--- src/rtl/uart_pkg.sv ---
// Shared types and constants for the 8N1 receive-only UART.
package uart_pkg;

  typedef enum logic [2:0] {
    IDLE,
    START,
    DATA,
    STOP,
    WAIT_IDLE
  } state_e;

  localparam int DATA_BITS   = 8;
  localparam int SYNC_STAGES = 2;

  // Clock cycles per serial bit (integer division, truncating).
  function automatic int calc_clks_per_bit(input int clock_freq, input int baud_rate);
    return clock_freq / baud_rate;
  endfunction

endpackage

--- src/rtl/uart_sync.sv ---
// Multi-flop synchronizer for the asynchronous serial line; resets to idle (1).
module uart_sync
  import uart_pkg::*;
#(
  parameter int STAGES = SYNC_STAGES
) (
  input  logic clk,
  input  logic rst_n,
  input  logic d,
  output logic q
);

  logic [STAGES-1:0] sync_q;
  logic [STAGES-1:0] sync_d;

  // Shift the raw line in at the bottom of the chain.
  always_comb begin
    sync_d = {sync_q[STAGES-2:0], d};
  end

  // Chain registers; reset to the idle-high level so no false start follows reset.
  always_ff @(posedge clk or negedge rst_n) begin
    if (!rst_n) sync_q <= '1;
    else        sync_q <= sync_d;
  end

  assign q = sync_q[STAGES-1];

endmodule

--- src/rtl/uart.sv ---
// Receive-only 8N1 UART: mid-bit sampling, holds the last correctly framed byte.
module uart
  import uart_pkg::*;
#(
  parameter int CLOCK_FREQ   = 50000000,
  parameter int BAUD_RATE    = 115200,
  parameter int CLKS_PER_BIT = calc_clks_per_bit(CLOCK_FREQ, BAUD_RATE)
) (
  input  logic       clk,
  input  logic       rst_n,
  input  logic       uart_rx,
  output logic [7:0] Out
);

  localparam int CNT_W = (CLKS_PER_BIT > 1) ? $clog2(CLKS_PER_BIT) : 1;
  localparam int IDX_W = $clog2(DATA_BITS);

  localparam logic [CNT_W-1:0] HALF_LAST = CNT_W'(CLKS_PER_BIT / 2 - 1);
  localparam logic [CNT_W-1:0] BIT_LAST  = CNT_W'(CLKS_PER_BIT - 1);
  localparam logic [IDX_W-1:0] IDX_LAST  = IDX_W'(DATA_BITS - 1);

  logic rx_s;

  state_e                 state_q, state_d;
  logic [CNT_W-1:0]       cnt_q, cnt_d;
  logic [IDX_W-1:0]       bit_idx_q, bit_idx_d;
  logic [DATA_BITS-1:0]   shift_q, shift_d;
  logic [DATA_BITS-1:0]   out_q, out_d;

  uart_sync #(.STAGES(SYNC_STAGES)) u_sync (
    .clk   (clk),
    .rst_n (rst_n),
    .d     (uart_rx),
    .q     (rx_s)
  );

  // Frame FSM: start qualification at mid-start, data capture every bit, stop check.
  always_comb begin
    state_d   = state_q;
    cnt_d     = cnt_q;
    bit_idx_d = bit_idx_q;
    shift_d   = shift_q;
    out_d     = out_q;
    unique case (state_q)
      IDLE: begin
        cnt_d     = '0;
        bit_idx_d = '0;
        if (!rx_s) state_d = START;
      end
      START: begin
        if (cnt_q == HALF_LAST) begin
          cnt_d     = '0;
          bit_idx_d = '0;
          // A line back high at mid-start was a glitch, not a frame.
          state_d   = rx_s ? IDLE : DATA;
        end else begin
          cnt_d = cnt_q + 1'b1;
        end
      end
      DATA: begin
        if (cnt_q == BIT_LAST) begin
          cnt_d            = '0;
          shift_d[bit_idx_q] = rx_s;
          if (bit_idx_q == IDX_LAST) begin
            bit_idx_d = '0;
            state_d   = STOP;
          end else begin
            bit_idx_d = bit_idx_q + 1'b1;
          end
        end else begin
          cnt_d = cnt_q + 1'b1;
        end
      end
      STOP: begin
        if (cnt_q == BIT_LAST) begin
          cnt_d = '0;
          if (rx_s) begin
            out_d   = shift_q;
            state_d = IDLE;
          end else begin
            // Framing error: drop the byte and wait out the low line.
            shift_d = '0;
            state_d = WAIT_IDLE;
          end
        end else begin
          cnt_d = cnt_q + 1'b1;
        end
      end
      WAIT_IDLE: begin
        cnt_d = '0;
        if (rx_s) state_d = IDLE;
      end
      default: begin
        state_d = IDLE;
        cnt_d   = '0;
      end
    endcase
  end

  // State, counters, shift register and output hold register.
  always_ff @(posedge clk or negedge rst_n) begin
    if (!rst_n) begin
      state_q   <= IDLE;
      cnt_q     <= '0;
      bit_idx_q <= '0;
      shift_q   <= '0;
      out_q     <= '0;
    end else begin
      state_q   <= state_d;
      cnt_q     <= cnt_d;
      bit_idx_q <= bit_idx_d;
      shift_q   <= shift_d;
      out_q     <= out_d;
    end
  end

  assign Out = out_q;

endmodule

--- config.mk ---
export PLATFORM = sky130hd
export DESIGN_NAME = uart
export DESIGN_NICKNAME = d
export VERILOG_FILES = /design/src/rtl/uart_pkg.sv /design/src/rtl/uart_sync.sv /design/src/rtl/uart.sv
export SDC_FILE = /design/constraint.sdc
export NUM_CORES = 1
export LEC_CHECK = 0
export BUFFER_PORTS_ARGS = -buffer_cell sky130_fd_sc_hd__buf_2
export CAP_MARGIN = 15
export CORE_AREA = 2 2 60 62
export DETAILED_ROUTE_END_ITERATION = 8
export DIE_AREA = 0 0 62 64
export PLACE_DENSITY = 0.71
export SETUP_SLACK_MARGIN = 0.02
export SLEW_MARGIN = 10
export SYNTH_ARGS = -nofsm -noshare
export SYNTH_HDL_FRONTEND = slang
export SYNTH_SLANG_ARGS = --single-unit
--- constraint.sdc ---
create_clock -name clk -period 2 [get_ports clk]
set_clock_uncertainty 0.15 [all_clocks]
set_input_delay 0.2 -clock clk [delete_from_list [all_inputs] [get_ports clk]]
set_output_delay 0.2 -clock clk [all_outputs]
set_load 0.01 [all_outputs]
## Yosys cells after proc, flatten, opt, wreduce, memory -nomap -nowiden

Cells that the tools add are included.

| word-level totals | value |
|---|---|
| bits of input ports | 3 |
| flip-flop bits (word level) | 33 |
| output and inout bits | 8 |
| word-level logic and storage cells | 56 |

| operators by class | value |
|---|---|
| reductions and logical operators | 9 |
| mux-type cells | 23 |
| add/sub/neg operators | 2 |
| magnitude comparators | 2 |
| equal/unequal tests | 14 |

Operators with widths:

| operator | number |
|---|---|
| $mux W3 | 10 |
| $mux W8 | 3 |
| $mux W9 | 2 |
| $pmux W9 S2 | 1 |
| $pmux W8 S2 | 1 |
| $pmux W3 S5 | 1 |
| $ne A2 B2 Y1 const B | 6 |
| $add A9 B1 Y9 const B | 1 |
| $eq A9 B8 Y1 const B | 1 |
| $eq A9 B9 Y1 const B | 1 |
| $pmux W3 S3 | 1 |
| $bwmux W8 | 1 |
| $eq A3 B2 Y1 const B | 2 |
| $eq A3 B3 Y1 const B | 2 |
| $reduce_and A3 Y1 | 2 |
| $reduce_and A6 Y1 | 1 |
| $lt A3 B4 Y1 const B | 1 |
| $reduce_and A4 Y1 | 1 |
| $add A3 B1 Y3 const B | 1 |
| $demux W1 S3 | 1 |
| $eq A3 B1 Y1 const B | 1 |
| $ge A3 B1 Y1 const B | 1 |
| $logic_not A3 Y1 | 1 |
| $reduce_bool A3 Y1 | 1 |
| 6 further kinds | 6 |

## Depth between registers and ports, before layout

| logic depth | value |
|---|---|
| word-level depth | 7 |
| gate-level depth with buffers | 7 |
| mapped depth without buffers | 6 |

## Cells and area by module

Synthesis repeated with hierarchy kept, for this count alone.

| second synthesis, totals | value |
|---|---|
| cell total of the unflattened synthesis | 144 |
| area, all modules | 1600.3 um2 |

By module, submodules not included:

| module | cells each | area each (um2) | times used | seq. area each (um2) |
|---|---|---|---|---|
| uart | 142 | 1547.7 | 1 | 775.7 |
| uart_sync | 2 | 52.6 | 1 | 52.6 |

## Worst setup path after synthesis

Ideal clock, no wire load.

| path | value |
|---|---|
| kind | reg-to-reg |
| from | register cnt_q[1] |
| to | register out_q[0] (netlist: Out[0]) |
| required time | 1725 ps |
| library setup time | 125 ps |
| setup slack | 128 ps |
| buffers on the path | 1 |
| period minus slack after synthesis | 1872 ps |
| data arrival time | 1597 ps |
| cell stages (with the launch flop) | 8 |
| path through | dfrtp_1 -> inv_1 -> ha_1 -> and4bb_4 -> and2_4 -> and3_4 -> buf_6 -> mux2_4 |

| between the ends | value |
|---|---|
| longest elaborated chain between the ends | 2 |

RTL lines:

| element | line | source |
|---|---|---|
| from (decl) | uart.sv:25 | `logic [CNT_W-1:0] cnt_q, cnt_d;` |
| from (signal assigned) | uart.sv:110 | `cnt_q <= cnt_d;` |
| $eq A9 B9 Y1 | uart.sv:75 | `if (cnt_q == BIT_LAST) begin` |
| $reduce_and A3 Y1 (no source line) | - |  |
| to (signal assigned) | uart.sv:113 | `out_q <= out_d;` |
| to (decl) | uart.sv:28 | `logic [DATA_BITS-1:0] out_q, out_d;` |

Every way passes these cells.
A chain may end at the register's enable or synchronous reset.

## Worst setup path after layout

| path | value |
|---|---|
| from | register cnt_q[0] |
| to | register out_q[6] (netlist: Out[6]) |

Same word-level chain as after synthesis.

==> results.md <==
- GR Overflow Total: 0
- Post-synth top flop: dfrtp_1
- Hold Buf Count CTS: 2
- Clock-pin transition on the worst setup and hold timing paths: 0.11 ns
- Register Area: 828 um2
- Setup Viol. Count Final: 0
- IO Port Bufs: 10
- I/O pins: 11
- Die height: 64 um
- Fmax: 523 MHz
- Post-synth top area share: 46.2%
- Inserted Diodes: 0
- CTS tree: yes
- CTS H-Tree Depth: 2
- First-pass GRT wire length: 5.53 mm
- Yosys warnings: 0
- Power Density: 563 mW/mm2
- Vias in the first global route: 1238
- Resized Gates After CTS: 0
- VDD IR max: 0.358 mV
- Fin. Hold Viols: 0
- CTS buffer count: 5
- Required @ worst endpoint: 2.08 ns
- Post-Syn Nets: 158
- FFs w/ async S/R, synth: 100%
- DR WL/cell: 14.3 um
- Routed Wire Length: 3.07 mm
- CP Capture Type: flip-flop
- CP Launch Type: flip-flop
- Core Box Area: 0.00328 mm2
- CTS Sinks: 33
- Most common cell in the netlist: dfrtp_1
- Max cap viols: 0
- Leading post-synthesis cells by cell area: dfrtp_1 46%, mux2_4 7.2%, o21ai_0 3.9%
- Ratio of cells with drive above 1 in the final layout: 26.0%
- Synth Register Bits: 33
- Post-Synthesis Cells: 150
- Setup TNS: 0 ns
- Clk root buf: clkbuf_4
- Post-CTS setup buffer count: 0
- Synth Cell Area: 0.00168 mm2
- Largest net degree at the start of global routing: 34
- 1st-iter DRT viols: 53
- Multi-input gate area: 791 um2
- Static Leak: 0.000836 uW
- HP Class: reg2reg
- Overall fraction of global-route tracks in use: 18.4%
- Crit path arrival time: 1.99 ns
- DRC viols: 0
- Antenna-violating nets left: 0
- Rel. slew slack: 52.1%
- Layout net count: 176
- Antenna violations before repair: 0
- Fin crit period: 1.91 ns
- Area Growth Syn to Fin: 11.8%
- Vias/cell: 5.68
- Slew Limit Fails: 0
- Synth unique cells: 46
- Number of synthesized flops with an enable pin: 0
- Routability Congestion: 0.782
- Die Width: 62 um
- RSZ-0062 raised after global routing: no
- Design Power: 1060 uW
- Setup CP Type: reg2reg
- Sequential share of the synthesized area: 49.3%
- # rows: 21
- Post-synth top cells: 31 x dfrtp_1, 13 x o21ai_0, 12 x nor2_1
- Final worst-path cycle share: 95.5%
- Worst-Skew Late Latency: 0.34 ns
- Full die area: 0.00397 mm2
- Avg Cell Area, Syn: 11.2 um2
- Initial Util: 51.1%
- Leading area contributor after synthesis: dfrtp_1
- CTS max path bufs: 2
- Worst Path Max Fanout: 8
- Outcome: finished clean
- Iteration count of the initial detailed-routing pass: 4
- Worst-margin pin slew: 0.719 ns
- Detailed-route via count: 1221
- Dpl hpwl: 2.21 mm
- Fillers: 281
path summary, 6_finish.rpt:
check                                  from               end  slack (ns)  depth (start not counted)
setup reg to reg                   cnt_q[0]            Out[6]        0.09                          5
hold reg to reg            u_sync.sync_q[0]  u_sync.sync_q[1]        0.21                          0
hold / removal             u_sync.sync_q[0]  u_sync.sync_q[1]        0.21                          0
max in group asynchronous             rst_n          cnt_q[0]        0.94                          2
min in group asynchronous             rst_n            Out[1]        0.29                          2
setup / recovery                   cnt_q[0]            Out[6]        0.09                          5
flip-flops by register name (all words and copies together), names as in the netlist:
register	count
shift_q	8
state_q	3
Out	8
u_sync.sync_q	2
cnt_q	9
bit_idx_q	3
worst max-delay path, stage by stage (launching register included):
cell	delay, ns
dfrtp_1	0.46
ha_1	0.18
and4bb_4	0.27
and2_4	0.16
and3_4	0.29
mux2_4	0.32
per-stage QoR:
step	instances	setup slack [ns]	hold slack (ns)	cell area [um2]	utilization, %
floorplan	150	0.128	-0.246	1680	-
global placement	205	0.135	0.142	1800	54.9
detailed placement	205	0.0873	0.151	1800	54.9
CTS	215	0.0897	0.212	1880	57.1
global route	215	0.0231	0.220	1880	57.1
finish	215	0.0890	0.211	1880	57.1
kinds of logic after synthesis:
family,after synthesis,synth area share (%)
xor+xnor,7,3.65
mux,9,7.82
flops,33,49.3
buf+inv,14,3.58
simple gates,49,18.2
compound gates,33,13.7
fa+ha+maj,5,3.73
where the power goes:
part	switching, uW	internal (uW)	leakage [uW]
sequential	2.08	671	0.000439
combinational	13.7	4.75	0.000366
clock	234	132	0.0000310
layout make-up:
class | count | share of cell area, %
clock inverters | 3 | 0.933
multi-input cells | 103 | 42.1
clock buffers | 5 | 2.00
repair buffers | 19 | 6.53
flip-flops and latches | 33 | 44.1
well taps | 46 | 3.07
inverters | 6 | 1.20
cells in the final DEF (no fill, tap or decap), types with 2 or more instances in the layout:
cell	netlist	routed
nand2_1	6	6
mux2_4	8	8
dfrtp_1	31	31
xor2_1	5	5
dfstp_2	2	2
xnor2_1	2	2
o21ai_0	13	13
buf_2	0	10
nor2_1	12	12
ha_1	5	5
o31ai_1	2	2
nor2b_1	2	2
inv_1	6	6
o21a_1	3	3
nand2b_1	3	3
and4_1	3	3
clkbuf_4	0	5
a31oi_1	4	4
nand3_1	4	4
a31o_1	2	2
nand4_1	3	3
dlygate4sd3_1	0	2
clkinv_2	0	2
nor3_1	2	2
nor4_1	2	2
buf_4	0	7
per-layer routing:
| metal | GRT usage (%) | routed length (um) | part of all wire, % |
|---|---|---|---|
| met1 | 23.0 | 1380 | 45 |
| met2 | 29.6 | 1510 | 49 |
| met3 | 6.68 | 140 | 4.6 |
| met4 | 4.79 | 35 | 1.1 |
| met5 | 0 | 0 | 0 |
Power figures use the tool's default switching activity.
